## config.mk

```make
export PLATFORM = sky130hd
export DESIGN_NAME = tc_to_signmag_serial
export DESIGN_NICKNAME = d
export VERILOG_FILES = /design/src/rtl/tc_pkg.sv /design/src/rtl/full_adder.sv /design/src/rtl/tc_to_signmag_serial.sv
export SDC_FILE = /design/constraint.sdc
export NUM_CORES = 1
export LEC_CHECK = 0
export BUFFER_PORTS_ARGS = -buffer_cell sky130_fd_sc_hd__clkbuf_2
export CAP_MARGIN = 20
export CORE_AREA = 8 8 61 63
export CTS_CLUSTER_DIAMETER = 30
export DETAILED_ROUTE_END_ITERATION = 8
export DIE_AREA = 0 0 69 71
export GPL_TIMING_DRIVEN = 0
export PLACE_DENSITY = 0.78
export SLEW_MARGIN = 20
export SYNTH_ARGS = -nofsm -noshare
export SYNTH_HDL_FRONTEND = slang
export SYNTH_HIERARCHICAL = 1
export SYNTH_SLANG_ARGS = --single-unit
```

## constraint.sdc

```tcl
create_clock -name clk -period 4.15 [get_ports clk]
set_clock_uncertainty 0.2 [all_clocks]
set_input_delay 0.2075 -clock clk [delete_from_list [all_inputs] [get_ports clk]]
set_output_delay 0.2075 -clock clk [all_outputs]
set_load 0.1 [all_outputs]
```

## src/rtl/tc_pkg.sv

```systemverilog
// Shared types for the serial two's-complement to sign-magnitude decoder.
package tc_pkg;

    localparam int DEFAULT_WIDTH = 8;

    typedef enum logic [1:0] {
        IDLE = 2'b00,
        CONV = 2'b01,
        DONE = 2'b10
    } state_t;

endpackage

```

## src/rtl/full_adder.sv

```systemverilog
// One-bit full adder; the serial arithmetic cell.
module full_adder (
    input  logic A,
    input  logic B,
    input  logic Cin,
    output logic S,
    output logic Cout
);

    assign S    = A ^ B ^ Cin;
    assign Cout = (A & B) | (Cin & (A ^ B));

endmodule

```

## src/rtl/tc_to_signmag_serial.sv

```systemverilog
// Bit-serial two's-complement to sign-magnitude decoder: one magnitude bit per
// clock, LSB first, through a single full adder and a carry flop.
module tc_to_signmag_serial
    import tc_pkg::*;
#(
    parameter  int WIDTH = DEFAULT_WIDTH,
    localparam int CNT_W = $clog2(WIDTH + 1)
) (
    input  logic             clk,
    input  logic             rst_n,
    input  logic             in_valid,
    output logic             in_ready,
    input  logic [WIDTH-1:0] in_data,
    output logic             out_valid,
    input  logic             out_ready,
    output logic             out_sign,
    output logic [WIDTH-1:0] out_mag,
    output logic             out_minneg
);

    localparam logic [WIDTH-1:0] MIN_NEG_MAG = {1'b1, {(WIDTH-1){1'b0}}};

    state_t           state;
    state_t           next_state;
    logic [WIDTH-1:0] src;
    logic [WIDTH-1:0] result;
    logic [WIDTH-1:0] result_next;
    logic [CNT_W-1:0] cnt;
    logic             sign;
    logic             carry;
    logic             last_bit;
    logic             fa_a;
    logic             fa_sum;
    logic             fa_cout;

    // Negative operands become ~x + 1: invert each bit and seed the carry with 1.
    assign fa_a = src[0] ^ sign;

    full_adder u_fa (
        .A    (fa_a),
        .B    (1'b0),
        .Cin  (carry),
        .S    (fa_sum),
        .Cout (fa_cout)
    );

    assign result_next = {fa_sum, result[WIDTH-1:1]};
    assign last_bit    = (cnt == CNT_W'(WIDTH - 1));

    always_ff @(posedge clk or negedge rst_n) begin
        if (!rst_n) begin
            state <= IDLE;
        end else begin
            state <= next_state;
        end
    end

    always_comb begin
        next_state = state;
        in_ready   = 1'b0;
        out_valid  = 1'b0;
        case (state)
            IDLE: begin
                in_ready = 1'b1;
                if (in_valid) next_state = CONV;
            end
            CONV: begin
                if (last_bit) next_state = DONE;
            end
            DONE: begin
                out_valid = 1'b1;
                if (out_ready) next_state = IDLE;
            end
            default: next_state = IDLE;
        endcase
    end

    always_ff @(posedge clk or negedge rst_n) begin
        if (!rst_n) begin
            src   <= '0;
            sign  <= 1'b0;
            carry <= 1'b0;
            cnt   <= '0;
        end else begin
            case (state)
                IDLE: begin
                    if (in_valid) begin
                        src   <= in_data;
                        sign  <= in_data[WIDTH-1];
                        carry <= in_data[WIDTH-1];
                        cnt   <= '0;
                    end
                end
                CONV: begin
                    src   <= src >> 1;
                    carry <= fa_cout;
                    cnt   <= cnt + CNT_W'(1);
                end
                default: ;
            endcase
        end
    end

    // Outputs are loaded once on the final bit so they hold through the next
    // conversion, while the working result register keeps shifting.
    always_ff @(posedge clk or negedge rst_n) begin
        if (!rst_n) begin
            result     <= '0;
            out_mag    <= '0;
            out_sign   <= 1'b0;
            out_minneg <= 1'b0;
        end else if (state == CONV) begin
            result <= result_next;
            if (last_bit) begin
                out_mag    <= result_next;
                out_sign   <= sign;
                out_minneg <= sign & (result_next == MIN_NEG_MAG);
            end
        end
    end

endmodule

```

==> results by group, run 1 <==
Clocking
  – # H-tree levels: 2
  – Post-CTS Setup Inserts: 0
  – Clk root buf: clkbuf_4
  – TritonCTS clock tree: yes
  – Worst-Skew Late Latency: 0.34 ns
  – Clock Pin Slew Worst Setup and Hold Paths: 0.10 ns
  – Number of clock buffers inserted by TritonCTS: 5
  – Maximum buffer depth of the clock tree: 2
  – CTS Sinks: 33

Synth
  – Synth Area in XOR/XNOR: 0.00580
  – Mapped Area: 0.00151 mm²
  – Distinct cells, synth: 30
  – Yosys warnings: 6
  – Register area share after synthesis: 0.547
  – Synth Area in Adders: 0.0215
  – Mapped Cells: 141
  – Compound-cell area share of the yosys netlist: 0.136
  – Simple-Gate Fraction of Synth Area: 0.157
  – Post-synthesis net count: 155
  – Post-Syn Area per Cell: 10.7 µm²
  – Combinational family with the most area after synthesis: simple AND/OR/NAND/NOR gates
  – Mux cell area share after synthesis: 0.0886
  – Synthesized flop and latch total: 33

Layout
  – Fraction of layout cells with a size suffix above 1: 0.220
  – Combined area of the multi-input logic cells: 622 µm²
  – Fillers: 238
  – Nets: 195
  – Most common cell after layout, fill and taps aside: dfrtp_1
  – Inserted Diodes: 0
  – Sequential Area: 826 µm²
  – Layout area overhead: 21.6%
  – Final instance area: 0.00184 mm²
  – Most frequent cells in the layout: dfrtp_1 (33), nand2_1 (25), clkbuf_2 (23)

Critical path
  – Crit-path max FO: 10
  – Worst path required time: 3.74 ns
  – Setup CP Type: register to primary output
  – Crit path arrival time: 1.70 ns
  – CP max-delay cell: clkbuf_2
  – CP endpoint kind: primary output
  – Critical-path cell list: buf_4, clkbuf_1, nor2_1, clkbuf_2
  – CP max stage delay: 0.47 ns
  – Critical Path Start Type: register
  – Worst R2R Setup Slack: 2.34 ns

Timing
  – Slew margin rel.: 0.476
  – Final Critical Period: 2.10 ns
  – Final Max Slew Viols: 0
  – Sum of negative setup slack: 0 ns
  – RSZ-0062 raised after global routing: no
  – Hold WS: 0.275 ns
  – Fin. Hold Viols: 0
  – Final worst setup slack: 2.05 ns
  – Fmax: 475 MHz
  – Actual slew at the worst max-slew pin: 0.786 ns
  – Period utilization: 0.507
  – Final setup viols: 0

Global routing
  – Pin count of the biggest net entering global routing: 34
  – Initial antenna violation count: 0
  – GRT busiest layer: met2
  – Global-route wire length before repair: 5350 µm
  – M1 GR Usage: 0.143
  – Grt total ovfl: 0
  – Global Route met2 Usage: 0.223
  – Vias in the first global route: 1235
  – Met3 GRT Util: 0.0531
  – Total GRT Usage: 0.133

Floorplan
  – Die span in x: 69 µm
  – Die H: 71 µm
  – Core Area: 0.00285 mm²
  – Die footprint: 0.00490 mm²
  – # IOs: 24
  – Standard-cell rows: 20
  – Initial Util: 0.529

Drt
  – Vias per Instance: 5.34
  – Post-DR wirelength/cell: 14.2 µm
  – 1st-iter DRT viols: 43
  – DRC Markers: 0
  – Post-DRT Antenna Nets: 0
  – Final wirelength: 3050 µm
  – Vias: 1148
  – Drt first pass iters: 4

Placed design
  – # port buffers: 23
  – GPL Wtd Cong: 0.761
  – Placed wire-length estimate: 2100 µm
  – Place WS: 2.35 ns
  – Placed cell areas: 0.00167 mm²

Job
  – Max-cap violations: 0

Hold path
  – Hold Path Class: primary input to asynchronous set/reset pin

Status
  – Status: finished clean
registers in the layout, indices dropped and copies added, names as in the netlist:
register / count
out_mag: 8
src: 8
result: 7
cnt: 4
state: 2
carry: 1
out_minneg: 1
out_sign: 1
sign: 1
Yosys cell counts (all sizes together):
cell type / number / area, µm²
dfrtp: 33 / 826
nand2: 25 / 93.8
nor2b: 13 / 81.3
mux2: 11 / 124
o21ai: 10 / 50.1
a21oi: 9 / 45.0
a22oi: 8 / 60.1
buf: 5 / 36.3
clkbuf: 4 / 15.0
inv: 3 / 11.3
a22o: 2 / 17.5
nand3: 2 / 10.0
nor2: 2 / 7.51
a21o: 1 / 7.51
a41oi: 1 / 8.76
conb: 1 / 3.75
fa: 1 / 20.0
ha: 1 / 12.5
mux2i: 1 / 10.0
nand2b: 1 / 6.26
nand4b: 1 / 8.76
nor3: 1 / 16.3
nor3b: 1 / 7.51
nor4: 1 / 6.26
o21bai: 1 / 7.51
o311ai: 1 / 8.76
xor2: 1 / 8.76
per-stage QoR:
stage | std cells | utilization
after floorplan | 141 | -
after global placement | 197 | 0.584
after detailed placement | 197 | 0.584
after CTS | 215 | 0.644
after global routing | 215 | 0.644
final | 215 | 0.644
final timing paths:
check	start	end	cells past startpoint
min in group clk	out_mag[7]	out_mag[7]	1
min reg2reg	out_mag[7]	out_mag[7]	1
max in group asynchronous	rst_n	carry	2
max reg2reg	state[1]	out_mag[4]	5
max	state[0]	in_ready	4
min	rst_n	out_mag[1]	2
critical path, delay by kind of cell, from the launching register on:
kind,cells,cell delay (ns)
DFF,1,0.37
and+or+nand+nor,1,0.15
buffers and inverters,3,0.83
per-layer routing:
layer  vias up  routed length [µm]
li1        564                   -
met5         -                   0
met3         6                 177
met4         0                  60
met2        30                1520
met1       548                1300
cell families after synthesis:
family                   after synthesis
multiplexers                          12
flip-flops                            33
adder cells (fa/ha/maj)                2
buffers and inverters                 12
AND/OR/NAND/NOR                       47
other                                  1
AO/OA/AOI/OAI                         33
XOR/XNOR                               1
what timing repair did:
action | CTS | global route
resized for setup | 0 | 0
endpoints found under the hold margin | 42 | 0
hold buffers | 10 | 0
layout make-up:
cell class                 count  share of cell area
sequential                    33               0.450
buffer                         9              0.0279
clock buffer                   7              0.0354
inverter                       3             0.00613
multi-input combinational     96               0.339
tap                           33              0.0225
timing repair buffer          33               0.117
clock inverter                 1             0.00272
Power of run 1 is not shown: default switching activity piles up to over one toggle a cycle in this logic, so the estimate is an artifact.
==> inputs of run 2 (changes only) <==
--- a/config.mk
+++ b/config.mk
@@ -7,12 +7,12 @@
 export LEC_CHECK = 0
 export BUFFER_PORTS_ARGS = -buffer_cell sky130_fd_sc_hd__clkbuf_2
 export CAP_MARGIN = 20
-export CORE_AREA = 8 8 61 63
+export CORE_AREA = 8 8 65 67
 export CTS_CLUSTER_DIAMETER = 30
 export DETAILED_ROUTE_END_ITERATION = 8
-export DIE_AREA = 0 0 69 71
+export DIE_AREA = 0 0 73 75
 export GPL_TIMING_DRIVEN = 0
-export PLACE_DENSITY = 0.78
+export PLACE_DENSITY = 0.71
 export SLEW_MARGIN = 20
 export SYNTH_ARGS = -nofsm -noshare
 export SYNTH_HDL_FRONTEND = slang
==> constraint.sdc (replaced) <==
create_clock -name clk -period 1.8 [get_ports clk]
set_clock_uncertainty 0.2 [all_clocks]
set_input_delay 0.09 -clock clk [delete_from_list [all_inputs] [get_ports clk]]
set_output_delay 0.09 -clock clk [all_outputs]
set_load 0.1 [all_outputs]
==> run 2 against run 1 <==
Effect of this change: flip-flop and latch count unchanged; critical path depth fell by 1; global-route usage grew 0.61 points; core utilization decreased by 3.2 points; count of clock-buffer cells in the layout is the same; via count grew 4.9%; register-to-register slack worse by 2.3 ns; cell count rose by 9.8%; cell area is 7.6% higher.
==> results by group, run 2 (synthesized netlist as in run 1, its figures left out) <==
Placed design
  – Place WS: -0.00302 ns (-2.36 ns)
  – Placed wire-length estimate: 2210 µm (+5.3%)
  – # port buffers: 23 (unchanged)
  – GPL Wtd Cong: 0.789 (+3.7%)
  – Total placed cells including tap cells: 210 (+6.6%)

Power
  – Tot Pwr: 0.00395 W
  – Pwr/cell area: 2000 mW/mm²
  – Combinational share of power: 0.517
  – Max VDD drop: 0.000800 V
  – P_int: 0.00205 W
  – Net switching power: 0.00190 W
  – Switching Fraction: 0.482
  – Seq pwr share: 0.335
  – Pleak: 0.937 nW
  – Power share of the clock group: 0.148

Global routing
  – Grt total ovfl: 0 (unchanged)
  – Global-route wire length before repair: 5820 µm (+8.6%)
  – Total GRT Usage: 0.139 (+0.00613)
  – Pin count of the biggest net entering global routing: 34 (unchanged)
  – Initial antenna violation count: 0 (unchanged)
  – Vias in the first global route: 1275 (+3.2%)

Timing
  – Final setup viols: 0 (unchanged)
  – Fmax: 570 MHz
  – Fin. Hold Viols: 0 (unchanged)
  – Final worst setup slack: 0.0467 ns (-2.00 ns)
  – Final Critical Period: 1.75 ns
  – RSZ-0062 raised after global routing: yes
  – Final Max Slew Viols: 0 (unchanged)
  – Hold WS: 0.171 ns (-0.104 ns)
  – Slew margin rel.: 0.463 (-0.0129)
  – Period utilization: 0.974
  – Actual slew at the worst max-slew pin: 0.805 ns (+0.0193 ns)

Floorplan
  – Core Area: 0.00323 mm² (+13%)
  – # IOs: 24 (unchanged)
  – Initial Util: 0.467 (-0.0621)
  – Die H: 75 µm (+5.6%)
  – Die span in x: 73 µm (+5.8%)
  – Die footprint: 0.00548 mm² (+12%)
  – Standard-cell rows: 21 (+5.0%)

Critical path
  – Setup CP Type: register to register
  – Crit-path max FO: 3 (-7)
  – Critical Path Start Type: register
  – Crit path arrival time: 1.79 ns (+0.09 ns)
  – Worst path required time: 1.83 ns (-1.91 ns)
  – CP endpoint kind: register

Drt
  – 1st-iter DRT viols: 37 (-14%)
  – Final wirelength: 3260 µm (+6.9%)
  – Vias: 1204 (+4.9%)
  – Drt first pass iters: 4 (unchanged)
  – Vias per Instance: 5.10 (-4.5%)
  – Post-DRT Antenna Nets: 0 (unchanged)
  – DRC Markers: 0 (unchanged)
  – Post-DR wirelength/cell: 13.8 µm (-2.6%)

Hold path
  – Hold Path Class: primary input to asynchronous set/reset pin

Clocking
  – Maximum buffer depth of the clock tree: 2 (unchanged)
  – Number of clock buffers inserted by TritonCTS: 5 (unchanged)
  – # H-tree levels: 2 (unchanged)
  – TritonCTS clock tree: yes
  – Clk root buf: clkbuf_4
  – Worst-Skew Late Latency: 0.34 ns (about the same)
  – CTS Sinks: 33 (unchanged)
  – Clock Pin Slew Worst Setup and Hold Paths: 0.10 ns (about the same)

Layout
  – Largest regs: out_mag: 8 flops, src: 8 flops, result: 7 flops
  – Fraction of layout cells with a size suffix above 1: 0.289 (+0.0697)
  – Most common cell after layout, fill and taps aside: dfrtp_1
  – Inserted Diodes: 0 (unchanged)
  – Layout area overhead: 30.9%
  – Nets: 203 (+4.1%)
  – Most frequent cells in the layout: dfrtp_1 (32), nand2_1 (24), clkbuf_2 (23)
  – Fillers: 284 (+19%)
  – Finished Layout Cells: 236 (+9.8%)

Job
  – Max-cap violations: 0 (unchanged)

Status
  – Status: finished clean
## run 2: worst paths after layout
path / from / end / slack, ns / cells after the start
worst max register to register: sign / out_mag[7] / 0.05 / 3
worst min register to register: out_mag[4] / out_mag[4] / 0.29 / 1
min in group clk: in_valid / src[3] / 0.18 / 5
worst min-delay path: rst_n / src[6] / 0.17 / 2
max in group asynchronous: rst_n / state[1] / 0.68 / 2
worst max-delay path: sign / out_mag[7] / 0.05 / 3
## run 2: critical path, stage by stage, from the launching register on
cell     delay (ns)
dfrtp_1        0.41
xor2_1         0.18
fa_1           0.53
mux2_1         0.32
## run 2: per-layer routing
layer	vias up	wire length, µm	share of wire	track usage
met5	-	0	0	0
met4	0	53	0.016	0.0533
met3	6	190	0.058	0.0573
met2	30	1610	0.49	0.237
met1	585	1400	0.43	0.151
li1	583	-	-	-
## run 2: timing repair
item | in CTS | in global routing
setup endpoints to repair | 7 | 11
gates resized for setup | 3 | 14
setup buffers | 1 | 6
endpoints found under the hold margin | 44 | 0
gates cloned | 0 | 1
pin swaps | 1 | 0
hold buffers | 10 | 0
## run 2: power groups by stage
stage                     clock (W)  sequential, W  combinational, W
after floorplan                   0        0.00204          0.000808
after global placement            0        0.00132           0.00184
after detailed placement          0        0.00134           0.00190
after CTS                  0.000603        0.00133           0.00193
after global routing       0.000639        0.00138           0.00221
final                      0.000585        0.00132           0.00204
## run 2: layout make-up
class                           count  area [µm²]  area share
Sequential cell                    33         827       0.418
Multi-Input combinational cell     96         644       0.326
Timing Repair Buffer               41         294       0.149
Buffer                              9        57.6      0.0291
Tap cell                           46        57.6      0.0291
Clock buffer                        7        55.1      0.0278
Clock inverter                      1        30.0      0.0152
Inverter                            3        11.3     0.00570
## run 2: metrics by stage
stage          utilization    TNS, ns  instance area, µm²
2_1_floorplan            -  -0.000148                1520
3_3_place_gp         0.522          0                1690
3_5_place_dp         0.522   -0.00302                1690
4_1_cts              0.585          0                1890
5_1_grt              0.612    -0.0146                1980
6_report             0.612          0                1980
(Power assumes the default switching activity.)
==> inputs of run 3 (changes only) <==
--- a/config.mk
+++ b/config.mk
@@ -7,12 +7,15 @@
 export LEC_CHECK = 0
 export BUFFER_PORTS_ARGS = -buffer_cell sky130_fd_sc_hd__clkbuf_2
 export CAP_MARGIN = 20
-export CORE_AREA = 8 8 65 67
+export CELL_PAD_IN_SITES_DETAIL_PLACEMENT = 0
+export CELL_PAD_IN_SITES_GLOBAL_PLACEMENT = 1
+export CORE_AREA = 8 8 72 74
 export CTS_CLUSTER_DIAMETER = 30
 export DETAILED_ROUTE_END_ITERATION = 8
-export DIE_AREA = 0 0 73 75
+export DIE_AREA = 0 0 80 82
 export GPL_TIMING_DRIVEN = 0
-export PLACE_DENSITY = 0.71
+export PLACE_DENSITY_LB_ADDON = 0.1
+export SKIP_CTS_REPAIR_TIMING = 1
 export SLEW_MARGIN = 20
 export SYNTH_ARGS = -nofsm -noshare
 export SYNTH_HDL_FRONTEND = slang
==> run 3 against run 2 <==
Effect of this change: the run now ends with hold timing left; register-to-register slack about the same; sequential share of layout area rose by 0.38 points; combinational power decreased by 2%; sequential power about the same; die area increased by 20%; flip-flop and latch count is the same.
==> results by group, run 3 (synthesized netlist as in run 1, its figures left out) <==
Status
  – Status: complete, but fails checks
  – Failing checks: hold timing

Critical path
  – Worst reg-to-reg path cell count: 3 (unchanged)
  – Crit-path max FO: 4 (+1)
  – Worst path required time: 1.77 ns (-0.06 ns)
  – Crit path arrival time: 1.72 ns (-0.07 ns)
  – Critical Path Start Type: register
  – Worst path bufs/invs: 0 (unchanged)
  – CP endpoint kind: register
  – RR Endpoint: out_mag[7]
  – CP max stage delay: 0.50 ns (-0.03 ns)
  – Critical-path cell list: xor2_2, fa_1, mux2_1
  – Worst R2R Setup Slack: 0.05 ns (about the same)
  – CP max-delay cell: fa_1
  – Setup CP Type: register to register
  – Crit path max-delay family: adder cells
  – Crit Reg-Reg Startpoint: sign

Timing
  – Final worst setup slack: 0.0493 ns (+0.00256 ns)
  – Fin. Hold Viols: 1 (+1)
  – Final Max Slew Viols: 0 (unchanged)
  – Actual slew at the worst max-slew pin: 0.834 ns (+0.0288 ns)
  – Slew margin rel.: 0.444 (-0.0192)
  – Final setup viols: 0 (unchanged)
  – Hold WS: -0.0852 ns (-0.256 ns)
  – Final Critical Period: 1.75 ns (-0.00256 ns)
  – Fmax: 571 MHz (+0.15%)
  – Period utilization: 0.973 (-0.00142)

Layout
  – Fraction of layout cells with a size suffix above 1: 0.289 (-0.000704)
  – Layout area overhead: 29.9%
  – Nets: 200 (-1.5%)
  – Most common cell after layout, fill and taps aside: dfrtp_1
  – Layout Utilization: 0.473 (-0.138)
  – Largest regs: out_mag: 8 flops, src: 8 flops, result: 7 flops
  – Most frequent cells in the layout: dfrtp_1 (31), nand2_1 (25), clkbuf_2 (23)
  – Inserted Diodes: 0 (unchanged)

Drt
  – Post-DR wirelength/cell: 13.8 µm (-0.32%)
  – Vias per Instance: 4.82 (-5.4%)
  – Post-DRT Antenna Nets: 0 (unchanged)
  – Final wirelength: 3290 µm (+0.95%)
  – Drt first pass iters: 4 (unchanged)
  – DRC Markers: 0 (unchanged)
  – 1st-iter DRT viols: 50 (+35%)
  – Vias: 1153 (-4.2%)

Power
  – Pleak: 0.917 nW (-2.2%)
  – Pwr/cell area: 1980 mW/mm² (-0.81%)
  – Max VDD drop: 0.000658 V (-18%)

Clocking
  – Number of clock buffers inserted by TritonCTS: 5 (unchanged)
  – Maximum buffer depth of the clock tree: 2 (unchanged)
  – # H-tree levels: 2 (unchanged)
  – CTS Sinks: 33 (unchanged)
  – Clock Pin Slew Worst Setup and Hold Paths: 0.07 ns (-0.03 ns)
  – TritonCTS clock tree: yes
  – Clk root buf: clkbuf_8
  – Worst-Skew Late Latency: 0.28 ns (-0.06 ns)

Hold path
  – Hold path depth: 3
  – HP Start: in_data[4]
  – Hold Path Class: primary input to register
  – Hold EP: src[4]

Floorplan
  – Initial Util: 0.364 (-0.103)
  – Die H: 82 µm (+9.3%)
  – Core Area: 0.00414 mm² (+28%)
  – Die footprint: 0.00656 mm² (+20%)
  – Die span in x: 80 µm (+9.6%)
  – # IOs: 24 (unchanged)
  – Standard-cell rows: 24 (+14%)

Global routing
  – Grt total ovfl: 0 (unchanged)
  – Pin count of the biggest net entering global routing: 34 (unchanged)
  – Total GRT Usage: 0.106 (-0.0332)
  – Vias in the first global route: 1135 (-11%)
  – Global-route wire length before repair: 5400 µm (-7.1%)
  – Initial antenna violation count: 0 (unchanged)

Placed design
  – Place WS: -0.0148 ns (-0.0118 ns)
  – GPL Wtd Cong: 0.735 (-6.8%)
  – # port buffers: 23 (unchanged)
  – Placed wire-length estimate: 2160 µm (-2.1%)

Job
  – Max-cap violations: 0 (unchanged)
## run 3: per-layer routing
| metal | vias up | GRT usage | wire [µm] |
|---|---|---|---|
| li1 | 569 | - | - |
| met2 | 26 | 0.170 | 1570 |
| met3 | 6 | 0.0405 | 180 |
| met4 | 0 | 0.0436 | 48 |
| met1 | 552 | 0.124 | 1500 |
| met5 | - | 0 | 0 |
## run 3: how the worst max path moves through the flow
| stage | from | endpoint | cells after the start |
|---|---|---|---|
| after global routing | cnt[1] | out_mag[1] | 5 |
| after global placement | state[1] | out_mag[7] | 5 |
| after CTS | state[0] | in_ready | 4 |
| after detailed placement | state[1] | out_mag[6] | 5 |
| final | sign | out_mag[7] | 3 |
| after floorplan | state[0] | state[1] | 3 |
## run 3: area by class of cell
class | instances | area, µm²
Buffer | 9 | 60.1
Clock buffer | 5 | 68.8
Clock inverter | 3 | 17.5
Fill cell | 395 | 2180
Inverter | 3 | 11.3
Multi-Input combinational cell | 96 | 651
Sequential cell | 33 | 828
Tap cell | 52 | 65.1
Timing Repair Buffer | 38 | 260
## run 3: worst register-to-register path, stage by stage (launching register included)
cell	delay, ns
dfrtp_2	0.44
xor2_2	0.19
fa_1	0.50
mux2_1	0.31
## run 3: where the power goes
part / internal (W) / total, W / switching (W)
combinational: 0.000621 / 0.00199 / 0.00137
clock: 0.000267 / 0.000548 / 0.000282
sequential: 0.00108 / 0.00135 / 0.000272
total: 0.00196 / 0.00389 / 0.00193
## run 3: metrics by stage
step	total power, W	TNS [ns]	cells	hold WS (ns)	area, µm²
2_1_floorplan	0.00285	-0.000148	141	-0.406	1520
3_3_place_gp	0.00320	0	216	0.0340	1700
3_5_place_dp	0.00322	-0.0467	216	0.0391	1700
4_1_cts	0.00378	-0.241	224	-0.270	1780
5_1_grt	0.00416	-0.0565	239	0.00238	1960
6_report	0.00389	0	239	-0.0852	1960
